==> config.mk <==
export PLATFORM = sky130hd
export DESIGN_NAME = booth_final_cpa
export DESIGN_NICKNAME = d
export VERILOG_FILES = /design/src/rtl/booth_final_cpa.sv
export SDC_FILE = /design/constraint.sdc
export NUM_CORES = 1
export LEC_CHECK = 0
export BUFFER_PORTS_ARGS = -buffer_cell sky130_fd_sc_hd__buf_2
export CAP_MARGIN = 20
export CORE_MARGIN = 5
export CORE_UTILIZATION = 40
export DETAILED_ROUTE_END_ITERATION = 8
export PLACE_DENSITY = 0.66
export SKIP_LAST_GASP = 1
export SYNTH_ARGS = -nofsm -noshare
export SYNTH_HDL_FRONTEND = slang
export SYNTH_SLANG_ARGS = --single-unit
==> constraint.sdc <==
create_clock -name clk -period 2 [get_ports clk]
set_clock_uncertainty 0.2 [all_clocks]
set_input_delay 0.2 -clock clk [delete_from_list [all_inputs] [get_ports clk]]
set_output_delay 0.2 -clock clk [all_outputs]
set_load 0.01 [all_outputs]
==> src/rtl/booth_final_cpa.sv <==
// booth_final_cpa: final carry-propagate adder of the 16-bit radix-4 Booth
// multiplier. Resolves the sum/carry vectors from the Wallace tree into the
// product: product = final_part_0 + (final_part_1 << 1), with carry_out taken
// as bit WIDTH of the (WIDTH+1)-bit sum.
//
// Build option BOOTH_CPA_SPLIT_PIPE_EN:
//   defined   - two-stage pipeline, addition split at LO_W (latency 2, capacity 2)
//   undefined - single registered WIDTH+1 add (latency 1, capacity 1), LO_W unused
module booth_final_cpa #(
    parameter int WIDTH = 32,
    parameter int LO_W  = 16
) (
    input  logic             clk,
    input  logic             rst,
    input  logic             in_valid,
    output logic             in_ready,
    input  logic [WIDTH-1:0] final_part_0,
    input  logic [WIDTH-1:0] final_part_1,
    output logic             out_valid,
    input  logic             out_ready,
    output logic [WIDTH-1:0] product,
    output logic             carry_out
);

    // The carry vector carries weight 2, so it is shifted once before adding.
    logic [WIDTH:0] p1_shifted;
    logic           in_fire;

    assign p1_shifted = {final_part_1, 1'b0};
    assign in_fire    = in_valid && in_ready;

`ifdef BOOTH_CPA_SPLIT_PIPE_EN

    localparam int HI_W = WIDTH - LO_W;

    logic            s1_valid;
    logic [LO_W-1:0] s1_lo;
    logic            s1_c_lo;
    logic [HI_W-1:0] s1_p0_hi;
    logic [HI_W:0]   s1_p1_hi;

    logic [LO_W:0]   lo_sum;
    logic [HI_W:0]   hi_sum;
    logic            s2_accept;
    logic            s1_advance;

    // Low half resolves in stage 1; the high half of the shifted carry vector
    // is one bit wider than the sum slice because of the shift.
    assign lo_sum     = {1'b0, final_part_0[LO_W-1:0]} + {1'b0, p1_shifted[LO_W-1:0]};
    assign hi_sum     = {1'b0, s1_p0_hi} + s1_p1_hi + {{HI_W{1'b0}}, s1_c_lo};

    assign s2_accept  = !out_valid || out_ready;
    assign s1_advance = s1_valid && s2_accept;
    assign in_ready   = !s1_valid || s2_accept;

    // Stage 1: capture the low-half sum with its carry and the raw high slices.
    always_ff @(posedge clk or posedge rst) begin
        if (rst) begin
            s1_valid <= 1'b0;
            s1_lo    <= '0;
            s1_c_lo  <= 1'b0;
            s1_p0_hi <= '0;
            s1_p1_hi <= '0;
        end else if (in_fire) begin
            s1_valid <= 1'b1;
            s1_lo    <= lo_sum[LO_W-1:0];
            s1_c_lo  <= lo_sum[LO_W];
            s1_p0_hi <= final_part_0[WIDTH-1:LO_W];
            s1_p1_hi <= p1_shifted[WIDTH:LO_W];
        end else if (s1_advance) begin
            s1_valid <= 1'b0;
        end
    end

    // Stage 2: finish the high-half add and present the product.
    always_ff @(posedge clk or posedge rst) begin
        if (rst) begin
            out_valid <= 1'b0;
            product   <= '0;
            carry_out <= 1'b0;
        end else if (s1_advance) begin
            out_valid <= 1'b1;
            product   <= {hi_sum[HI_W-1:0], s1_lo};
            carry_out <= hi_sum[HI_W];
        end else if (out_ready) begin
            out_valid <= 1'b0;
        end
    end

`else

    logic [WIDTH:0] full_sum;
    logic           unused_lo_w;

    // The split point has no meaning for a single-cycle add.
    assign unused_lo_w = |LO_W;
    assign full_sum    = {1'b0, final_part_0} + p1_shifted;
    assign in_ready    = !out_valid || out_ready;

    // Single stage: register the whole WIDTH+1 add straight into the outputs.
    always_ff @(posedge clk or posedge rst) begin
        if (rst) begin
            out_valid <= 1'b0;
            product   <= '0;
            carry_out <= 1'b0;
        end else if (in_fire) begin
            out_valid <= 1'b1;
            product   <= full_sum[WIDTH-1:0];
            carry_out <= full_sum[WIDTH];
        end else if (out_ready) begin
            out_valid <= 1'b0;
        end
    end

`endif

endmodule

# == After elaboration in Yosys (flattened, before gate mapping) ==
# Index checks and enable logic that the tools add are counted.
# word_totals
output_inout_bits,35
reg_bits,34
word_cells,10
in_bits,68
# op_classes
add_sub_neg,1
reduce_logical,4
n_mux,2
# op_table
cell,count
$add A32 B33 Y33,1
$mux W1,2
$reduce_bool A2 Y1,1
$logic_and A1 B1 Y1,1
$logic_not A1 Y1,1
$logic_or A1 B1 Y1,1

# == Logic depth before layout (Yosys ltp) ==
# Gate-level depths: netlist of the first run.
# depth
ltp_word,4
ltp_mapped,9

# == Worst setup path after synthesis of the first run ==
# No wires, ideal clock.
# synth_timing
path_kind,input to register
start,in final_part_0[1]
end,reg product[29]
setup_ps,88
required_time_ps,1712
t_arrival_ps,2382
slack_ps,-670
cell_stages,9
path_cell_list,ha_1 -> fa_1 -> a21o_1 -> a221oi_2 -> o21ai_0 -> a21o_1 -> a22o_1 -> nand4b_1 -> a41oi_1
# synth_via
elab_chain_cells,1
# synth_rtl
item,line,source
from (decl),17,"input logic [WIDTH-1:0] final_part_0,"
$add A32 B33 Y33,97,"assign full_sum = {1'b0, final_part_0} + p1_shifted;"
to (signal assigned),108,product <= full_sum[WIDTH-1:0];
to (decl),21,"output logic [WIDTH-1:0] product,"
# Every way passes these cells.
# A chain may end at the register's enable or synchronous reset.

# == Final worst setup path of the first run ==
# layout_timing
start,in final_part_1[2]
end,reg product[27]
# layout_via
elab_chain_cells,1
# layout_rtl
item,line,source
from (decl),18,"input logic [WIDTH-1:0] final_part_1,"
$add A32 B33 Y33,97,
# Every way passes these cells.

==> results.txt, run 1 <==
Distinct cells, synth: 52
FILL cells: 634
Clk Latency, worst-skew pair: 0.29 ns
total gr overflow: 0
Max rail drop VDD: 245 µV
die area: 9320 µm²
Ant. Diodes: 0
WL per Instance: 14.1 µm
Max Root-Sink Buffers: 2
final slew viol count: 0
post-synthesis sequential area ratio: 28.4%
synthesized area: 3000 µm²
Sink Count: 34
area grow syn2layout: 59.5%
synth top area cells: dfrtp_1 (28%), ha_1 (13%), nand2_1 (7.8%)
post-synth top area share: 28.4%
maxcap violations: 0
Synth Register Bits: 34
largest net degree at the start of global routing: 50
Max Fclk: 442 MHz
failing checks: setup timing
sequential share of power: 30.5%
area of the multi-input gates: 2340 µm²
critical path class: input pin to register
clock network power share: 21.2%
top-count cell post-synth: nand2_1
Worst Setup Slack, final: -0.265 ns
ys flop type: dfrtp_1
Final ANT Viol Nets: 0
total power: 3000 µW
Final setup viols: 16
Initial Utilization: 41.1%
Hold Path Class: input pin to register
average cell area after synthesis: 8.08 µm²
top layer in use: met4
DRC violations left: 0
vias in the first global route: 3160
Hold Violations, Final: 0
Die Y: 96.6 µm
EDFF count, synth: 0
Post-Place Cells: 632
Detailed Routing Iterations Pass 1: 4
met1 WL: 3990 µm
Critical Path RT: 2.02 ns
critical path startpoint category: input pin
Worst setup EP type: register
P per Cell Area: 627 nW/µm²
P_sw: 1070 µW
Net Sw Frac: 35.7%
Non-Filler Instances: 658
critical path peak fanout: 3
sequential cell area: 851 µm²
max_slew headroom: 63.8%
cell-internal power: 1930 µW
Vias: 3390
vias per cell: 5.15
Root Driver: clkbuf_8
Final nets: 658
asr flop ratio synth: 100%
Leak: 0.00235 µW
die width: 96.6 µm
Core ar.: 7290 µm²
Ports: 103
CP arrival: 2.29 ns
min cycle time layout: 2.26 ns
row cnt: 31
Met2 Wirelength: 4730 µm
CTS tree: built
unrepaired setup endpoints after global routing: yes
cells after synthesis: 371
number of port buffers: 102
clock-pin slew on the worst setup and hold paths: 0.08 ns
met3 wire len: 416 µm
H-tree Lvls: 2
first-pass GRT wire length: 14300 µm
Global Route Usage Sum: 19.4%
Iter 0 DRT Violations: 158
Synth area leader: dfrtp_1
WL final: 9260 µm
Syn Nets: 471
top cells by count, synth: nand2_1 (62), o21ai_0 (38), dfrtp_1 (34), ha_1 (31), a21oi_1 (30)
Fin Setup TNS: -1.80 ns
Worst-Margin Slew: 0.538 ns
Synthesis Warnings: 0
CTS buffer count: 5
status: finished with violations
period utilisation layout: 113%
HPWL after DPL: 7130 µm
layout cells sized above 1: 44.4%
Comb pwr share: 48.3%
Placer Congestion: 0.887
initial antenna violation count: 0
-- area by class of cell --
class,count,share of cell area (%)
well taps,99,2.59
multi-input cells,310,49.0
flip-flops and latches,34,17.8
clock inverters,3,0.837
repair buffers,198,27.7
inverters,9,0.707
clock buffers,5,1.44
-- what timing repair did --
item | in CTS | in global routing
endpoints found under the setup margin | 14 | 22
hold buffers | 3 | 0
pin swaps | 26 | 26
buffers inserted | 11 | 7
gates resized for setup | 19 | 26
hold endpoints to repair | 36 | 0
-- critical path: stages --
cell,delay [ns]
buf_2,0.10
ha_1,0.31
a21o_1,0.19
a221oi_4,0.09
buf_4,0.15
o31ai_4,0.20
nand2_2,0.09
or4_4,0.45
a2111o_1,0.44
o211ai_2,0.08
-- flip-flops by register name (all words and copies together), names as in the netlist --
signal and flops:
product 32, carry_out 1, out_valid 1
-- worst paths after layout --
| kind | from | end | slack [ns] | depth (start not counted) |
|---|---|---|---|---|
| min in group asynchronous | rst | product[1] | 0.35 | 4 |
| min reg2reg | product[0] | product[0] | 0.27 | 2 |
| max reg2reg | out_valid | product[31] | 0.22 | 5 |
| max | final_part_1[2] | product[27] | -0.26 | 10 |
| min | final_part_0[1] | product[1] | 0.004 | 4 |
| max in group asynchronous | rst | product[26] | 0.92 | 4 |
-- through the flow --
step	util, %	hold WS [ns]	worst slack, ns	area [µm²]
after floorplan	-	0.105	-0.364	3170
final	65.6	0.00350	-0.265	4780
after global placement	59.4	0.123	-0.550	4330
after detailed placement	59.4	0.132	-0.608	4330
after global routing	65.6	0.0175	-0.322	4780
after CTS	63.7	0.00427	-0.230	4640
-- layer usage --
| metal | global-route usage (%) | up-vias |
|---|---|---|
| met3 | 2.17 | 10 |
| met1 | 24.5 | 1586 |
| met4 | 5.96 | 0 |
| met2 | 34.5 | 71 |
| li1 | - | 1723 |
| met5 | 0 | - |
-- power groups by stage --
stage               Sequential, µW  Combinational, µW  Clock (µW)
global route                   933               1590         679
global placement               922               1290           0
floorplan                      994                659           0
detailed placement             929               1310           0
CTS                            915               1390         645
finish                         915               1450         634
-- kinds of logic (layout without fill, tap and decap cells) --
family | count (synthesis) | after routing | share of synthesized area [%]
buffers and inverters | 27 | 215 | 3.42
xor gates and xnor gates | 21 | 21 | 6.14
AOI/OAI and AO/OA | 131 | 131 | 28.8
and+or+nand+nor | 124 | 124 | 19.0
DFF | 34 | 34 | 28.4
adders and majority gates | 32 | 32 | 13.6
muxes | 2 | 2 | 0.668
-- cell usage in the layout (no fill, tap or decap), types with 9 or more instances in the layout --
| master | synthesis | final |
|---|---|---|
| a21o_1 | 15 | 14 |
| a21oi_1 | 30 | 25 |
| buf_2 | 1 | 98 |
| buf_4 | 0 | 82 |
| buf_6 | 0 | 13 |
| dfrtp_1 | 34 | 34 |
| ha_1 | 31 | 23 |
| inv_1 | 9 | 9 |
| nand2_1 | 62 | 59 |
| nor2_1 | 20 | 19 |
| o21a_1 | 11 | 11 |
| o21ai_0 | 38 | 24 |
| o21ai_1 | 0 | 12 |
| xnor2_1 | 12 | 10 |
Power figures use the tool's default switching activity.
==> run 2: changes to the inputs <==
CORE_UTILIZATION = 51   (was 40)
PLACE_DENSITY = 0.81   (was 0.66)
==> run 2 against run 1 <==
Against the previous run: the run still ends with setup timing left; via count is 5.8% higher; non-clock buffer count is 3 lower; sequential share of layout area is 0.18 points higher; highest routed layer unchanged.
==> results.txt, run 2 (synthesis results as in run 1) <==
clock network power share: 21.1% (was 21.2%)
Final Cell Area: 4730 µm² (was 4780 µm²)
layout cells sized above 1: 44.6% (was 44.4%)
unrepaired setup endpoints after global routing: yes (unchanged)
Core ar.: 5820 µm² (was 7290 µm²)
WL final: 9780 µm (was 9260 µm)
Die Y: 86.7 µm (was 96.6 µm)
Comb pwr share: 48.5% (was 48.3%)
die width: 86.7 µm (was 96.6 µm)
min cycle time layout: 2.24 ns (was 2.26 ns)
Clk Latency, worst-skew pair: 0.29 ns (about the same)
Worst-Margin Slew: 0.469 ns (was 0.538 ns)
HPWL after DPL: 7500 µm (was 7130 µm)
Max Root-Sink Buffers: 2 (unchanged)
failing checks: setup timing (unchanged)
row cnt: 28 (was 31)
Iter 0 DRT Violations: 138 (was 158)
largest net degree at the start of global routing: 35 (was 50)
Placer Congestion: 0.888 (was 0.887)
Ports: 103 (unchanged)
period utilisation layout: 112% (was 113%)
Hold Path Class: input pin to register (unchanged)
Sink Count: 34 (unchanged)
status: finished with violations (unchanged)
Layout Utilization: 81.4% (was 65.6%)
DRC violations left: 0 (unchanged)
initial antenna violation count: 0 (unchanged)
CTS tree: built (unchanged)
clock-pin slew on the worst setup and hold paths: 0.08 ns (about the same)
maxcap violations: 0 (unchanged)
Worst setup EP type: register (unchanged)
Critical Path RT: 2.02 ns (about the same)
critical path class: input pin to register (unchanged)
Final setup viols: 13 (was 16)
Vias: 3588 (was 3390)
total gr overflow: 0 (unchanged)
leading cell types in the layout, fill and taps excluded: buf_2 (100), buf_4 (88), nand2_1 (59) (was buf_2 (98), buf_4 (82), nand2_1 (59))
max_slew headroom: 68.7% (was 63.8%)
final slew viol count: 0 (unchanged)
critical path peak fanout: 4 (was 3)
Largest regs: product (32), carry_out (1), out_valid (1) (unchanged)
Detailed Routing Iterations Pass 1: 5 (was 4)
WL per Instance: 15.5 µm (was 14.1 µm)
Hold Violations, Final: 0 (unchanged)
Global Route Usage Sum: 25.6% (was 19.4%)
met1 WL: 3860 µm (was 3990 µm)
met3 wire len: 675 µm (was 416 µm)
CP arrival: 2.25 ns (was 2.29 ns)
cell-internal power: 1920 µW (was 1930 µW)
vias per cell: 5.69 (was 5.15)
Root Driver: clkbuf_8 (unchanged)
P per Cell Area: 640 nW/µm² (was 627 nW/µm²)
sequential share of power: 30.5% (about the same)
Placed Area: 4310 µm² (was 4330 µm²)
Max rail drop VDD: 443 µV (was 245 µV)
first-pass GRT wire length: 15700 µm (was 14300 µm)
max reg flops: 32 (unchanged)
FILL cells: 380 (was 634)
Leak: 0.00231 µW (was 0.00235 µW)
Worst Setup Slack, final: -0.236 ns (was -0.265 ns)
Final ANT Viol Nets: 0 (unchanged)
H-tree Lvls: 2 (unchanged)
Ant. Diodes: 0 (unchanged)
vias in the first global route: 3542 (was 3160)
register with the most flip-flops: product (unchanged)
Final nets: 655 (was 658)
Max Fclk: 447 MHz (was 442 MHz)
commonest non-fill, non-tap cell in the layout: buf_2 (unchanged)
area grow syn2layout: 58.0% (was 59.5%)
critical path startpoint category: input pin (unchanged)
number of port buffers: 102 (unchanged)
P_sw: 1100 µW (was 1070 µW)
top layer in use: met4 (unchanged)
die area: 7510 µm² (was 9320 µm²)
CTS buffer count: 5 (unchanged)
Initial Utilization: 51.5% (was 41.1%)
Met2 Wirelength: 5020 µm (was 4730 µm)
Net Sw Frac: 36.5% (was 35.7%)
## run 2: cell count changes in the layout (fill, tap and decap cells not counted), moves of 3 or more
cell	change
buf_6	-11
ha_4	+5
buf_4	+6
a21oi_2	-3
ha_1	-5
## run 2: layout make-up
cell class / count / area [µm²] / share of cell area (%)
Tap cell: 75 / 93.8 / 1.98
Sequential cell: 34 / 851 / 18.0
Inverter: 9 / 33.8 / 0.714
Clock buffer: 5 / 68.8 / 1.45
Multi-Input combinational cell: 310 / 2390 / 50.5
Clock inverter: 3 / 40.0 / 0.846
Timing Repair Buffer: 195 / 1250 / 26.5
## run 2: stage by stage
step           setup TNS (ns)  std cells  total power, µW  hold slack [ns]  worst slack (ns)
6_report                -1.79        631             3030          0.00892            -0.236
5_1_grt                 -2.78        631             3200           0.0294            -0.319
2_1_floorplan           -2.63        371             1650            0.105            -0.364
3_5_place_dp            -9.39        611             2260            0.130            -0.675
4_1_cts                 -2.02        627             2960          0.00876            -0.239
3_3_place_gp            -7.91        611             2200            0.113            -0.558
## run 2: timing repair
action / CTS / global route
pin swaps: 20 / 18
hold buffers: 3 / 0
resized for setup: 20 / 19
hold endpoints to repair: 36 / 0
buffers inserted: 6 / 4
endpoints found under the setup margin: 16 / 18
## run 2: power by group through the flow
stage / registers [µW] / logic, µW / clock network (µW)
after detailed placement: 932 / 1320 / 0
final: 922 / 1470 / 638
after floorplan: 994 / 659 / 0
after CTS: 919 / 1390 / 643
after global routing: 938 / 1600 / 666
after global placement: 921 / 1270 / 0
## run 2: routing by layer
layer / track usage, % / vias to the layer above
li1: - / 1718
met1: 30.6 / 1691
met2: 47.1 / 153
met3: 3.61 / 26
met4: 7.93 / 0
met5: 0 / -
## run 2: worst max-delay path, stage by stage
cell and delay, ns:
buf_6 0.10, ha_4 0.15, fa_2 0.34, a21o_1 0.20, a221oi_4 0.32, o21ai_2 0.09
a21o_1 0.23, a22o_1 0.27, nand4b_1 0.21, a41oi_2 0.15
## run 2: final timing paths
path / cells after the start / end / start / slack, ns
setup / recovery: 10 / product[29] / final_part_0[1] / -0.24
hold / removal: 4 / product[1] / final_part_1[0] / 0.009
setup reg to reg: 5 / product[31] / out_valid / 0.19
hold reg to reg: 2 / product[2] / product[2] / 0.27
max in group asynchronous: 4 / product[6] / rst / 0.91
min in group asynchronous: 4 / carry_out / rst / 0.35
